## src/rtl/wave_capture_sched.sv

```systemverilog
// wave_capture_sched: capture scheduler for the double-buffered 512x8 waveform RAM.
// Arms on a positive zero crossing (or a timeout auto-trigger), writes 256 samples into
// the half the display is not reading, then waits for a display-idle rising edge to
// hand the finished half to the display. Display scale (w/h) is also swapped only on
// display-idle rising edges so a frame never changes scale mid-draw.
module wave_capture_sched #(
   parameter int TIMEOUT    = 1024,
   parameter int NSAMP_BITS = 8
) (
   input  logic                  clk,
   input  logic                  reset_n,
   input  logic                  new_sample,
   input  logic [15:0]           sample_in,
   input  logic                  display_idle,
   input  logic                  cfg_load,
   input  logic [3:0]            w_req,
   input  logic [3:0]            h_req,
   output logic                  write_enable,
   output logic [NSAMP_BITS:0]   write_address,
   output logic [7:0]            write_sample,
   output logic                  read_index,
   output logic [3:0]            w,
   output logic [3:0]            h,
   output logic [1:0]            state,
   output logic                  capture_done
);

   typedef enum logic [1:0] {
      ST_ARMED  = 2'd0,
      ST_ACTIVE = 2'd1,
      ST_WAIT   = 2'd2
   } state_t;

   // Timeout counter only needs to reach TIMEOUT-1.
   localparam int                    CNT_W    = (TIMEOUT > 1) ? $clog2(TIMEOUT) : 1;
   localparam bit                    TO_EN    = (TIMEOUT != 0);
   localparam logic [CNT_W-1:0]      TO_LAST  = CNT_W'((TIMEOUT > 0) ? TIMEOUT - 1 : 0);
   localparam logic [NSAMP_BITS-1:0] IDX_LAST = {NSAMP_BITS{1'b1}};

   // A scale request is legal only when exactly one bit is set.
   function automatic logic is_onehot4(input logic [3:0] v);
      return (v != 4'd0) && ((v & (v - 4'd1)) == 4'd0);
   endfunction

   state_t                state_r;
   state_t                state_nxt_s;
   logic [15:0]           prev_sample_r;
   logic [NSAMP_BITS-1:0] idx_r;
   logic [NSAMP_BITS-1:0] idx_nxt_s;
   logic [NSAMP_BITS-1:0] wr_idx_s;
   logic [CNT_W-1:0]      cnt_r;
   logic [CNT_W-1:0]      cnt_nxt_s;
   logic                  idle_d_r;
   logic [3:0]            pend_w_r;
   logic [3:0]            pend_h_r;
   logic                  trig_s;
   logic                  timeout_hit_s;
   logic                  idle_rise_s;
   logic                  cfg_ok_s;
   logic                  we_s;
   logic                  done_s;
   logic                  rd_nxt_s;

   assign trig_s        = new_sample & prev_sample_r[15] & ~sample_in[15];
   assign timeout_hit_s = TO_EN && new_sample && (cnt_r == TO_LAST);
   assign idle_rise_s   = display_idle & ~idle_d_r;
   assign cfg_ok_s      = cfg_load & is_onehot4(w_req) & is_onehot4(h_req);
   assign state         = state_r;

   // State register.
   always_ff @(posedge clk or negedge reset_n) begin
      if (!reset_n) begin
         state_r <= ST_ARMED;
      end else begin
         state_r <= state_nxt_s;
      end
   end

   // Next-state logic: arm -> capture 256 -> wait for a display-idle rising edge.
   always_comb begin
      state_nxt_s = state_r;
      case (state_r)
         ST_ARMED: begin
            if (trig_s || timeout_hit_s) begin
               state_nxt_s = ST_ACTIVE;
            end else begin
               state_nxt_s = ST_ARMED;
            end
         end
         ST_ACTIVE: begin
            if (new_sample && (idx_r == IDX_LAST)) begin
               state_nxt_s = ST_WAIT;
            end else begin
               state_nxt_s = ST_ACTIVE;
            end
         end
         ST_WAIT: begin
            if (idle_rise_s) begin
               state_nxt_s = ST_ARMED;
            end else begin
               state_nxt_s = ST_WAIT;
            end
         end
         default: begin
            state_nxt_s = ST_ARMED;
         end
      endcase
   end

   // Per-state write request, sample index, timeout count and buffer flip.
   always_comb begin
      we_s      = 1'b0;
      done_s    = 1'b0;
      wr_idx_s  = idx_r;
      idx_nxt_s = idx_r;
      cnt_nxt_s = cnt_r;
      rd_nxt_s  = read_index;
      case (state_r)
         ST_ARMED: begin
            if (trig_s || timeout_hit_s) begin
               // The triggering sample itself becomes index 0.
               we_s      = 1'b1;
               wr_idx_s  = {NSAMP_BITS{1'b0}};
               idx_nxt_s = NSAMP_BITS'(1);
               cnt_nxt_s = {CNT_W{1'b0}};
            end else if (new_sample) begin
               cnt_nxt_s = cnt_r + CNT_W'(1);
            end else begin
               cnt_nxt_s = cnt_r;
            end
         end
         ST_ACTIVE: begin
            if (new_sample) begin
               we_s      = 1'b1;
               wr_idx_s  = idx_r;
               idx_nxt_s = idx_r + NSAMP_BITS'(1);
               done_s    = (idx_r == IDX_LAST);
            end else begin
               we_s      = 1'b0;
            end
         end
         ST_WAIT: begin
            if (idle_rise_s) begin
               rd_nxt_s  = ~read_index;
               cnt_nxt_s = {CNT_W{1'b0}};
            end else begin
               rd_nxt_s  = read_index;
            end
         end
         default: begin
            idx_nxt_s = {NSAMP_BITS{1'b0}};
            cnt_nxt_s = {CNT_W{1'b0}};
         end
      endcase
   end

   // Registered RAM write port, capture pulse, read half and capture bookkeeping.
   always_ff @(posedge clk or negedge reset_n) begin
      if (!reset_n) begin
         write_enable  <= 1'b0;
         write_address <= {(NSAMP_BITS+1){1'b0}};
         write_sample  <= 8'h00;
         capture_done  <= 1'b0;
         read_index    <= 1'b0;
         idx_r         <= {NSAMP_BITS{1'b0}};
         cnt_r         <= {CNT_W{1'b0}};
         prev_sample_r <= 16'h0000;
      end else begin
         write_enable  <= we_s;
         capture_done  <= done_s;
         read_index    <= rd_nxt_s;
         idx_r         <= idx_nxt_s;
         cnt_r         <= cnt_nxt_s;
         if (we_s) begin
            // Target the half the display is not reading; convert to offset binary.
            write_address <= {~read_index, wr_idx_s};
            write_sample  <= {~sample_in[15], sample_in[14:8]};
         end
         if (new_sample) begin
            prev_sample_r <= sample_in;
         end
      end
   end

   // Display-scale configuration: pending latch plus frame-boundary swap.
   always_ff @(posedge clk or negedge reset_n) begin
      if (!reset_n) begin
         idle_d_r <= 1'b0;
         pend_w_r <= 4'b0001;
         pend_h_r <= 4'b1000;
         w        <= 4'b0001;
         h        <= 4'b1000;
      end else begin
         idle_d_r <= display_idle;
         if (cfg_ok_s) begin
            pend_w_r <= w_req;
            pend_h_r <= h_req;
         end
         if (idle_rise_s) begin
            // A legal request arriving on the swap edge takes effect immediately.
            w <= cfg_ok_s ? w_req : pend_w_r;
            h <= cfg_ok_s ? h_req : pend_h_r;
         end
      end
   end

endmodule

```

## config.mk

```make
export PLATFORM = sky130hd
export DESIGN_NAME = wave_capture_sched
export DESIGN_NICKNAME = d
export VERILOG_FILES = /design/src/rtl/wave_capture_sched.sv
export SDC_FILE = /design/constraint.sdc
export NUM_CORES = 1
export LEC_CHECK = 0
export CORE_MARGIN = 3
export CORE_UTILIZATION = 51
export CTS_CLUSTER_SIZE = 12
export DETAILED_ROUTE_END_ITERATION = 12
export GPL_TIMING_DRIVEN = 0
export HOLD_SLACK_MARGIN = 0.12
export PLACE_DENSITY = 0.8
export SETUP_SLACK_MARGIN = 0.4
export SLEW_MARGIN = 20
export SYNTH_ARGS = -nofsm -noshare
export SYNTH_HDL_FRONTEND = slang
export SYNTH_SLANG_ARGS = --single-unit
```

## constraint.sdc

```tcl
create_clock -name clk -period 2.3 [get_ports clk]
set_clock_uncertainty 0.05 [all_clocks]
set_input_delay 0.345 -clock clk [delete_from_list [all_inputs] [get_ports clk]]
set_output_delay 0.345 -clock clk [all_outputs]
set_load 0.01 [all_outputs]
```

Word level (Yosys, flattened, before mapping)
Cells that the tools add are included.
{"block": "classes", "eq_ne": 8, "n_addsub": 4, "n_mux": 20, "n_bitwise": 12, "n_reduce_logical": 13}
{"cell": "$mux W8", "count": 4}
{"cell": "$mux W10", "count": 3}
{"cell": "$pmux W10 S3", "count": 1}
{"cell": "$pmux W8 S3", "count": 1}
{"cell": "$add A10 B1 Y10 const B", "count": 1}
{"cell": "$eq A10 B10 Y1 const B", "count": 1}
{"cell": "$add A8 B1 Y8 const B", "count": 1}
{"cell": "$and A4 B4 Y4", "count": 2}
{"cell": "$eq A8 B8 Y1 const B", "count": 1}
{"cell": "$logic_not A4 Y1", "count": 2}
{"cell": "$mux W4", "count": 2}
{"cell": "$reduce_bool A4 Y1", "count": 2}
{"cell": "$sub A4 B1 Y4 const B", "count": 2}
{"cell": "$ne A2 B2 Y1 const B", "count": 3}
{"cell": "$pmux W2 S3", "count": 1}
{"cell": "$reduce_and A3 Y1", "count": 2}
{"cell": "$and A1 B1 Y1", "count": 5}
{"cell": "$mux W1", "count": 5}
{"cell": "$not A1 Y1", "count": 5}
{"cell": "$logic_and A1 B1 Y1", "count": 4}
{"cell": "$mux W2", "count": 2}
{"cell": "$ne A3 B3 Y1 const B", "count": 1}
{"cell": "$eq A2 B1 Y1 const B", "count": 1}
{"cell": "$eq A2 B2 Y1 const B", "count": 1}
{"cell": "4 further kinds", "count": 4}
{"block": "word_totals", "elab_cells": 71, "regBits": 73, "out_inout_bits": 30}

Longest topological paths before layout
{"block": "depth", "depth_word": 7, "depth_mapped": 6}

Least setup slack after synthesis
OpenSTA, ideal clock, no wires.
{"block": "synth_path", "path_kind": "input to register", "startpoint": "input port h_req[0]", "endpoint": "register w[2]", "t_required_ps": 2126, "path_buffers": 1, "arrival_time_ps": 1754, "slack_ps": 372, "stages": 5, "cell_sequence": "or4b_4 > o211a_2 > buf_6 > o311a_1 > a211o_1"}
{"block": "synth_between", "elab_chain_cells": 6, "word_cells_on_any_way": 7}
{"item": "start: declaration", "line_no": "17", "source": "input logic [3:0] h_req,"}
{"item": "$sub A4 B1 Y4", "line_no": "42", "source": "return (v != 4'd0) && ((v & (v - 4'd1)) == 4'd0);"}
{"item": "$and A4 B4 Y4", "line_no": "42"}
{"item": "$logic_not A4 Y1", "line_no": "42"}
{"item": "$logic_and A1 B1 Y1 (*)", "line_no": "42"}
{"item": "$and A1 B1 Y1 (*)", "line_no": "67", "source": "assign cfg_ok_s = cfg_load & is_onehot4(w_req) & is_onehot4(h_req);"}
{"item": "$mux W4 (*)"}
{"item": "end signal: assignment", "line_no": "201", "source": "w <= cfg_ok_s ? w_req : pend_w_r;"}
{"item": "end: declaration", "line_no": "22", "source": "output logic [3:0] w,"}
Mark *: on every way between the ends. The rest lies on a longest branch, timed or not.
A chain may end at the register's enable or synchronous reset.

Worst setup path in the final report
Same ends and word-level chain as after synthesis.

==> results_dict.tcl <==
set metrics [dict create \
    cts-root-buf "clkbuf_8" \
    power.density_nw_per_um2 1010 \
    syn_avg_cell_area_um2 10.1 \
    multi_input_area_um2 1280 \
    crit_path_max_fanout 10 \
    ys_ff_latch 58 \
    final_cell_count_no_fill 414 \
    synth.distinct_cells 46 \
    dp_hpwl_mm 4.42 \
    slew_headroom_pct 51.9 \
    drt_iter0_drc 121 \
    critPathArrivalTime_ns 2.02 \
    grt_pass1_wl_mm 10.7 \
    worstMarginPinSlew_ns 0.721 \
    drtPass1Iterations 4 \
    final_nets 370 \
    wirelength_mm 6.46 \
    portBuffers 49 \
    die-width_um 79.6 \
    min_from "h_req[3]" \
    pre_cts_ws_ns -0.162 \
    slowest_delay_ns 0.56 \
    final_cell_mix "54 x dfrtp_1, 44 x clkdlybuf4s50_1, 31 x nand2_1, 16 x a21oi_1" \
    synth_cells 273 \
    required_ns 2.47 \
    synth_edf_count 0 \
    overflow 0 \
    final_area_um2 3700 \
    n_antenna_cell 0 \
    ant_nets 0 \
    hold-path-endpoint "pend_h_r[3]" \
    maxSlewViolCount 0 \
    min_path_type "primary input to flip-flop" \
    place_area_um2 3350 \
    final_layout_size_suffix_gt1_share_pct 18.9 \
    hold_viol 0 \
    cts.clk_slew.worst_paths_ns 0.07 \
    core_um2 5170 \
    grt_pass1_vias 2335 \
    place_congestion 0.915 \
    h-tree-depth 3 \
    track_usage_pct 21.7 \
    synth_seq_area_share_pct 52.7 \
    finalSetupViolCount 0 \
    ir_worst_vdd_mv 0.684 \
    cts_max_path_buffers 2 \
    max_freq_mhz 540 \
    r2r-end "write_sample[6]" \
    cp-end-kind "flip-flop" \
    area_growth_pct 33.8 \
    rows 26 \
    netlist_area_um2 2760 \
    clk_latency_ns 0.34 \
    crit_chain "dlygate4sd2_1 -> or4b_4 -> o211a_4 -> buf_6 -> o311a_1 -> a211o_1" \
    cts_tree "done" \
    status "finished clean" \
    post-route-util_pct 71.5 \
    worstSetupStartpointType "primary input" \
    worst-setup-path-type "primary input to flip-flop" \
    setup_slack_ns 0.447 \
    wire_per_inst_um 15.6 \
    r2r-start "cnt_r[1]" \
    cap_violations 0 \
    dpl.cell_count 392 \
    crit_path_top_delay_cell "or4b_4" \
    antenna_found_initial 0 \
    cts.sinks 58 \
    vias 2432 \
    period_minus_slack_ns 1.85 \
    rsz0062_at_grt "true" \
    n_fill_cell 370 \
    rrSetupSlack_ns 0.45 \
    synthArstFlopShare_pct 100 \
    reg2regPathDepth 6 \
    final_common_cell "dfrtp_1" \
    drc 0 \
    yosysWarnings 0 \
    initial_utilization_pct 53.4 \
    hold_depth 3 \
    synthesis.nets 304 \
    vias_per_cell 5.87 \
    die_area_um2 6340 \
    p_leak_nw 1.58 \
    pin_count 59 \
    period_share_pct 80.6 \
    seqCellArea_um2 1460 \
    cts_buffers 9 \
    die_h_um 79.6 \
    grt_max_degree 59 \
    synthFlopType "dfrtp_1" \
]
==> layout make-up <==
class	count	area share [%]
sequential	58	39.4
multi-input combinational	194	34.7
timing repair buffer	55	14.3
clock buffer	10	3.72
clock inverter	6	2.44
tap	70	2.37
buffer	12	2.13
inverter	9	0.913
==> layer usage <==
metal  vias up  wire, µm  GRT usage (%)
met4         0       193           12.7
met2        82      3100           33.8
met3        21       321           4.97
met5         -         0              0
li1       1158         -              -
met1      1171      2850           27.5
==> sequential cells by signal, indices dropped and copies added, names as in the netlist <==
| register | count |
|---|---|
| state | 2 |
| h | 4 |
| cnt_r | 10 |
| capture_done | 1 |
| idx_r | 8 |
| write_address | 9 |
| read_index | 1 |
| pend_h_r | 4 |
| write_sample | 8 |
| pend_w_r | 4 |
| prev_sample_r | 1 |
| idle_d_r | 1 |
| write_enable | 1 |
| w | 4 |
==> through the flow <==
step                      total power, mW  setup TNS, ns  hold slack, ns
final                                3.75              0           0.401
after detailed placement             2.64          -1.04           0.396
after floorplan                      2.09              0       -0.000591
after CTS                            3.72              0           0.383
after global placement               2.59         -53.36           0.428
after global routing                 3.98              0           0.428
==> cell usage after synthesis (2+ instances only) <==
| cell | number | area (µm²) |
|---|---|---|
| o31ai_1 | 7 | 52.6 |
| nand4_1 | 7 | 43.8 |
| and3_1 | 2 | 12.5 |
| and4_1 | 6 | 52.6 |
| nor2_1 | 15 | 56.3 |
| mux2_2 | 9 | 101 |
| a211o_1 | 4 | 35.0 |
| a31oi_1 | 11 | 68.8 |
| o311a_2 | 3 | 33.8 |
| inv_1 | 9 | 33.8 |
| ha_1 | 2 | 25.0 |
| nor2b_1 | 3 | 18.8 |
| o21ai_0 | 16 | 80.1 |
| or3_1 | 4 | 25.0 |
| nand3_1 | 15 | 75.1 |
| xor2_1 | 2 | 17.5 |
| nand2_1 | 31 | 116 |
| a32o_1 | 4 | 40.0 |
| nand2b_1 | 4 | 25.0 |
| or2_2 | 2 | 12.5 |
| a21oi_1 | 17 | 85.1 |
| mux2i_1 | 3 | 30.0 |
| nor3_1 | 7 | 35.0 |
| dfrtp_1 | 54 | 1350 |
| or4b_4 | 2 | 27.5 |
| clkbuf_1 | 11 | 41.3 |
| dfstp_2 | 4 | 105 |
==> power by group <==
group | internal (mW) | switching [mW] | total (mW)
logic | 0.634 | 0.558 | 1.19
registers | 1.30 | 0.203 | 1.51
clock network | 0.638 | 0.415 | 1.05
total | 2.57 | 1.18 | 3.75
==> worst max-delay path by stage <==
stage,start,end,depth (start not counted),slack [ns]
3_3_place_gp,reset_n,write_address[1],1,-0.95
2_1_floorplan,state[0],idx_r[0],6,0.41
5_1_grt,w_req[3],h[0],6,0.34
6_report,h_req[0],w[2],6,0.45
3_5_place_dp,h_req[2],w[2],6,-0.16
4_1_cts,cnt_r[0],idx_r[0],6,0.32
==> logic make-up (layout without fill, tap and decap cells) <==
family	after synthesis	after routing	synth area share [%]
fa+ha+maj	2	2	0.905
mux	12	12	4.75
buf+inv	21	92	3.12
compound gates	74	74	18.1
flops	58	58	52.7
simple gates	103	103	19.5
xor+xnor	3	3	0.951
==> worst max-delay path, delay by kind of cell <==
family / cells / cell delay, ns
AO/OA/AOI/OAI: 3 / 0.71
AND/OR/NAND/NOR: 1 / 0.56
buffers and inverters: 2 / 0.41
==> timing repair <==
action / in CTS / in global routing
pin swaps: 0 / 2
resized for setup: 17 / 21
setup buffers: 3 / 2
gates cloned: 0 / 0
hold endpoints to repair: 54 / 0
hold buffers: 1 / 0
endpoints found under the setup margin: 45 / 45
Power figures use the tool's default switching activity.
